`src/rtl/arbiter_pkg.sv`:
```
// Shared definitions for the round-robin / fixed-priority stream arbiter.
package arbiter_pkg;

    typedef enum logic [1:0] {
        StIdle   = 2'd0,
        StAccept = 2'd1,
        StEmit   = 2'd2
    } state_t;

    localparam int unsigned MODE_RR    = 0;
    localparam int unsigned MODE_FIXED = 1;

    // Ceiling log2, never below 1 so that single-value fields still get a bit.
    function automatic int unsigned clog2(input int unsigned value);
        int unsigned result;
        result = 0;
        for (int unsigned i = 0; i < 32; i++) begin
            if ((32'd1 << i) < value) begin
                result = i + 1;
            end
        end
        return (result == 0) ? 1 : result;
    endfunction

endpackage

```
`src/rtl/rr_pick.sv`:
```
// Combinational winner search over a request vector.
// Round-robin searches upward from i_start+1 with wrap; fixed priority takes the lowest index.
module rr_pick
    import arbiter_pkg::*;
#(
    parameter int unsigned CHANNELS = 4,
    parameter int unsigned TAG_W    = clog2(CHANNELS)
) (
    input  logic [CHANNELS-1:0] i_req,
    input  logic [TAG_W-1:0]    i_start,
    input  logic                i_mode,   // 1 = fixed priority, 0 = round-robin
    output logic [TAG_W-1:0]    o_win,
    output logic                o_any
);

    logic [TAG_W-1:0] w_idx;
    logic [TAG_W-1:0] w_win;
    logic             w_found;

    // Walk the candidates in priority order and keep the first one that requests.
    always_comb begin
        w_idx   = '0;
        w_win   = '0;
        w_found = 1'b0;
        for (int unsigned k = 0; k < CHANNELS; k++) begin
            if (i_mode) begin
                w_idx = TAG_W'(k);
            end else begin
                w_idx = TAG_W'((32'(i_start) + k + 1) % CHANNELS);
            end
            if (!w_found && i_req[w_idx]) begin
                w_found = 1'b1;
                w_win   = w_idx;
            end
        end
    end

    assign o_win = w_win;
    assign o_any = |i_req;

endmodule

```
`src/rtl/arbiter_rr.sv`:
```
// N-channel stb/ack stream arbiter with optional burst lock and source tagging.
module arbiter_rr
    import arbiter_pkg::*;
#(
    parameter int unsigned WIDTH    = 16,
    parameter int unsigned CHANNELS = 4,
    parameter int unsigned MODE     = 0,
    parameter int unsigned BURST    = 1,
    parameter int unsigned TAG_W    = clog2(CHANNELS)
) (
    input  logic                      clk,
    input  logic                      rst,
    input  logic [CHANNELS*WIDTH-1:0] input_data,
    input  logic [CHANNELS-1:0]       input_stb,
    output logic [CHANNELS-1:0]       input_ack,
    output logic [WIDTH-1:0]          output_z,
    output logic [TAG_W-1:0]          output_z_tag,
    output logic                      output_z_stb,
    input  logic                      output_z_ack
);

    localparam int unsigned CntW = clog2(BURST);

    state_t                r_state;
    state_t                w_state_next;
    logic [TAG_W-1:0]      r_sel;
    logic [TAG_W-1:0]      w_sel_next;
    logic [CHANNELS-1:0]   r_ack;
    logic [CHANNELS-1:0]   w_ack_next;
    logic [WIDTH-1:0]      r_z;
    logic [WIDTH-1:0]      w_z_next;
    logic [TAG_W-1:0]      r_tag;
    logic [TAG_W-1:0]      w_tag_next;
    logic                  r_stb;
    logic                  w_stb_next;
    logic [CntW-1:0]       r_burst_cnt;
    logic [CntW-1:0]       w_burst_next;

    logic [WIDTH-1:0]      w_words [CHANNELS];
    logic [TAG_W-1:0]      w_pick;
    logic                  w_any;
    logic                  w_lock;
    logic [TAG_W-1:0]      w_grant;

    for (genvar g = 0; g < CHANNELS; g++) begin : g_words
        assign w_words[g] = input_data[g*WIDTH +: WIDTH];
    end

    rr_pick #(
        .CHANNELS (CHANNELS),
        .TAG_W    (TAG_W)
    ) u_pick (
        .i_req   (input_stb),
        .i_start (r_sel),
        .i_mode  (MODE == MODE_FIXED),
        .o_win   (w_pick),
        .o_any   (w_any)
    );

    // A partially used burst keeps the grant while the same channel still requests.
    assign w_lock  = (r_burst_cnt != '0) && input_stb[r_sel];
    assign w_grant = w_lock ? r_sel : w_pick;

    // Next-state and next-output logic for the IDLE/ACCEPT/EMIT handshake.
    always_comb begin
        w_state_next = r_state;
        w_sel_next   = r_sel;
        w_ack_next   = r_ack;
        w_z_next     = r_z;
        w_tag_next   = r_tag;
        w_stb_next   = r_stb;
        w_burst_next = r_burst_cnt;
        unique case (r_state)
            StIdle: begin
                if (w_any) begin
                    if (!w_lock) begin
                        w_burst_next = '0;
                    end
                    w_sel_next   = w_grant;
                    w_ack_next   = CHANNELS'(1) << w_grant;
                    w_state_next = StAccept;
                end
            end
            StAccept: begin
                // Ack is held until the selected producer completes the transfer.
                if (input_stb[r_sel]) begin
                    w_z_next     = w_words[r_sel];
                    w_tag_next   = r_sel;
                    w_ack_next   = '0;
                    w_stb_next   = 1'b1;
                    w_state_next = StEmit;
                end
            end
            StEmit: begin
                if (output_z_ack) begin
                    w_stb_next   = 1'b0;
                    w_burst_next = (r_burst_cnt == CntW'(BURST - 1)) ? '0 : r_burst_cnt + 1'b1;
                    w_state_next = StIdle;
                end
            end
            default: begin
                w_state_next = StIdle;
            end
        endcase
    end

    // State and output registers; reset discards any word in flight.
    always_ff @(posedge clk) begin
        if (rst) begin
            r_state     <= StIdle;
            r_sel       <= TAG_W'(CHANNELS - 1);
            r_ack       <= '0;
            r_z         <= '0;
            r_tag       <= '0;
            r_stb       <= 1'b0;
            r_burst_cnt <= '0;
        end else begin
            r_state     <= w_state_next;
            r_sel       <= w_sel_next;
            r_ack       <= w_ack_next;
            r_z         <= w_z_next;
            r_tag       <= w_tag_next;
            r_stb       <= w_stb_next;
            r_burst_cnt <= w_burst_next;
        end
    end

    assign input_ack    = r_ack;
    assign output_z     = r_z;
    assign output_z_tag = r_tag;
    assign output_z_stb = r_stb;

endmodule

```
`config.mk`:
```
export PLATFORM = sky130hd
export DESIGN_NAME = arbiter_rr
export DESIGN_NICKNAME = d
export VERILOG_FILES = /design/src/rtl/arbiter_pkg.sv /design/src/rtl/rr_pick.sv /design/src/rtl/arbiter_rr.sv
export SDC_FILE = /design/constraint.sdc
export NUM_CORES = 1
export LEC_CHECK = 0
export ABC_AREA = 1
export BUFFER_PORTS_ARGS = -buffer_cell sky130_fd_sc_hd__clkbuf_2
export CORE_MARGIN = 4
export CORE_UTILIZATION = 45
export CTS_BUF_LIST = sky130_fd_sc_hd__clkbuf_16
export DETAILED_ROUTE_END_ITERATION = 16
export GPL_TIMING_DRIVEN = 0
export PLACE_DENSITY = 0.8
export SLEW_MARGIN = 25
export SYNTH_ARGS = -nofsm -noshare
export SYNTH_HDL_FRONTEND = slang
export SYNTH_SLANG_ARGS = --single-unit
```
`constraint.sdc`:
```
create_clock -name clk -period 1.5 [get_ports clk]
set_input_delay 0.3 -clock clk [delete_from_list [all_inputs] [get_ports clk]]
set_output_delay 0.3 -clock clk [all_outputs]
set_load 0.01 [all_outputs]
```
==> results.tsv <==
stage	metric	value	unit
logic_synthesis	syn_area	0.00175	sq mm
worst_setup_path	required	1.69	ns
clock_network	clock_latency	0.26	ns
timing	slew_violations	0	
global_routing	grt_pass1_vias	2239	
final_layout	final_util	70.7	%
logic_synthesis	synth_area_per_cell	6.43	sq um
clock_network	clockBufferDepth	2	
final_layout	area_growth	49.7	%
worst_hold_path	min-delay-start	output_z_ack	
die	start_util	47.2	%
drt	drtIter0Drc	103	
global_routing	globalRouteOverflowTotal	0	
place	globalplace.congestion	0.872	
timing	finClkSkew	0.00914	ns
power_and_ir_drop	peakVddDrop	771	uV
worst_setup_path	r2r-start	r_sel[1]	
clock_network	htree_levels	1	
worst_setup_path	cp-startpoint	r_sel[1]	
drt	topRoutingLayerUsed	met4	
logic_synthesis	yosysSeqAreaShare	30.8	%
global_routing	grt_use_total	23.9	%
clock_network	clock-sinks	27	
clock_network	cts_tree	built	
power_and_ir_drop	p_per_area	2120	mW/mm^2
drt	routed_wl	6320	microns
place	dp_hpwl	4510	microns
timing	finalCriticalPeriod	1.58	ns
drt	ant_nets	0	
die	io_pins	94	
worst_hold_path	hold_path.class	in -> reg	
clock_network	root_buffer	clkbuf_16	
timing	fin_setup_tns	-0.191	ns
final_layout	seqCellArea	548	sq um
drt	wl_met1	2410	microns
clock_network	cts_buffers	3	
power_and_ir_drop	p_leak	1.29	nW
global_routing	antenna_found_initial	0	
drt	wl_met3	542	microns
timing	slew_headroom	65.1	%
worst_setup_path	cp-start-kind	register	
drt	via_per_inst	5.47	
final_layout	nets	453	
drt	drtPass1Iterations	4	
worst_setup_path	crit_type	reg -> reg	
logic_synthesis	ys_ff_latch	27	
timing	finalWorstSetupSlack	-0.0798	ns
timing	finalSetupViolCount	5	
place	dpl_cell_area	0.00227	sq mm
timing	max_freq	0.633	GHz
logic_synthesis	syn_nets	344	
global_routing	grt_pass1_wl	9690	microns
logic_synthesis	synth_cells	273	
status	status	finished with violations	
clock_network	ctsHoldBuffers	0	
final_layout	diodes	0	
die	die_y	70.4	microns
place	io_buffers	92	
status	violations	setup timing	
worst_setup_path	cp.arrival	1.77	ns
drt	routed-via-count	2348	
die	dieArea	0.00496	sq mm
drt	met2_length	3150	microns
timing	hold_violations	0	
logic_synthesis	ys_warn_count	0	
final_layout	multi_input_area	0.00116	sq mm
final_layout	most-common-layout-cells	clkbuf_2 (96), nand2_1 (70), nand3_1 (57)	
worst_setup_path	cp-end-kind	register	
final_layout	fillers	341	
logic_synthesis	ys_types	23	
worst_setup_path	crit_fanout	5	
final_layout	final_area	0.00263	sq mm
die	num_rows	22	
drt	drcViolationCount	0	
final_layout	layout_commonest_cell	clkbuf_2	
global_routing	grt_max_degree	18	
timing	fin_crit_sh	105	%
final_layout	drive_gt1_share	43.8	%
timing	rsz0062_at_grt	yes	
job	max_cap_violations	0	
timing	tightest_slew	0.524	ns
die	die_w	70.4	microns
die	core_area	0.00372	sq mm
drt	wl_per_cell	14.7	microns
clock_network	path_clk_slew	0.07	ns
## critical path, stage by stage (launching register included)
cell and delay, ns:
dfxtp_4 0.39, inv_8 0.05, buf_8 0.13, nand2_4 0.06, nand2_4 0.05, nand2_4 0.08, nand2_4 0.07, nor2_8 0.13
nand4_1 0.10, nand2_2 0.13, nand4_1 0.15, a21oi_2 0.16
## where the power goes
part / internal (mW) / switching, mW / total (mW)
clock: 0.368 / 0.254 / 0.622
combinational: 1.52 / 2.30 / 3.82
sequential: 0.946 / 0.181 / 1.13
## worst paths after layout
path         slack, ns  depth (start not counted)      endpoint
max              -0.08                         11  input_ack[2]
min               0.34                          3    r_state[1]
max reg2reg      -0.08                         11  input_ack[2]
min reg2reg       0.46                          2   output_z[1]
## timing repair
item / CTS / global route
endpoints found under the setup margin: 21 / 26
cloned: 0 / 2
buffers inserted: 8 / 4
resized for setup: 17 / 39
pin swaps: 3 / 15
## cell usage after synthesis
master,instances,area (sq um)
nor2_1,6,22.5
nand3_1,59,295
buf_2,4,20.0
inv_2,3,11.3
dfxtp_1,27,541
o21ai_2,2,17.5
nand2_1,81,304
buf_6,4,45.0
nand4_1,21,131
nand3b_1,1,7.51
nand4_2,1,12.5
inv_1,8,30.0
a21oi_1,26,130
buf_4,1,7.51
inv_4,2,12.5
nand2_2,9,56.3
o21ai_1,2,10.0
buf_1,3,11.3
nand2_4,2,22.5
nand3_2,1,10.0
clkbuf_1,8,30.0
and3_1,1,6.26
nor2_8,1,20.0
## through the flow
stage                     hold slack (ns)  total power [mW]  setup WS [ns]  instances
after CTS                           0.333              5.02        0.00677        424
after global placement              0.453              4.03        -0.0832        413
final                               0.343              5.57        -0.0798        429
after floorplan                     0.486              3.29          0.127        273
after global routing                0.342              5.98         -0.127        429
after detailed placement            0.454              4.09         -0.102        413
## per-layer routing
layer | global-route usage, % | up-vias
li1 | - | 1150
met1 | 27.0 | 1048
met2 | 43.0 | 128
met3 | 5.47 | 22
met4 | 8.72 | 0
met5 | 0 | -
## registers in the layout, summed over array words and instances (netlist names)
register      cells
output_z         16
input_ack         4
output_z_tag      2
r_sel             2
r_state           2
output_z_stb      1
## cells by family after synthesis
logic type	Yosys count	synth area share, %
buf+inv	33	9.56
flops	27	30.8
simple gates	183	50.6
compound gates	30	8.99
## cell type report
| cell class | instances | share of cell area [%] |
|---|---|---|
| Sequential cell | 27 | 20.9 |
| Inverter | 13 | 2.53 |
| Buffer | 18 | 4.95 |
| Multi-Input combinational cell | 213 | 44.1 |
| Clock inverter | 1 | 0.333 |
| Tap cell | 48 | 2.29 |
| Clock buffer | 3 | 2.86 |
| Timing Repair Buffer | 106 | 22.1 |
Power figures use the tool's default switching activity.
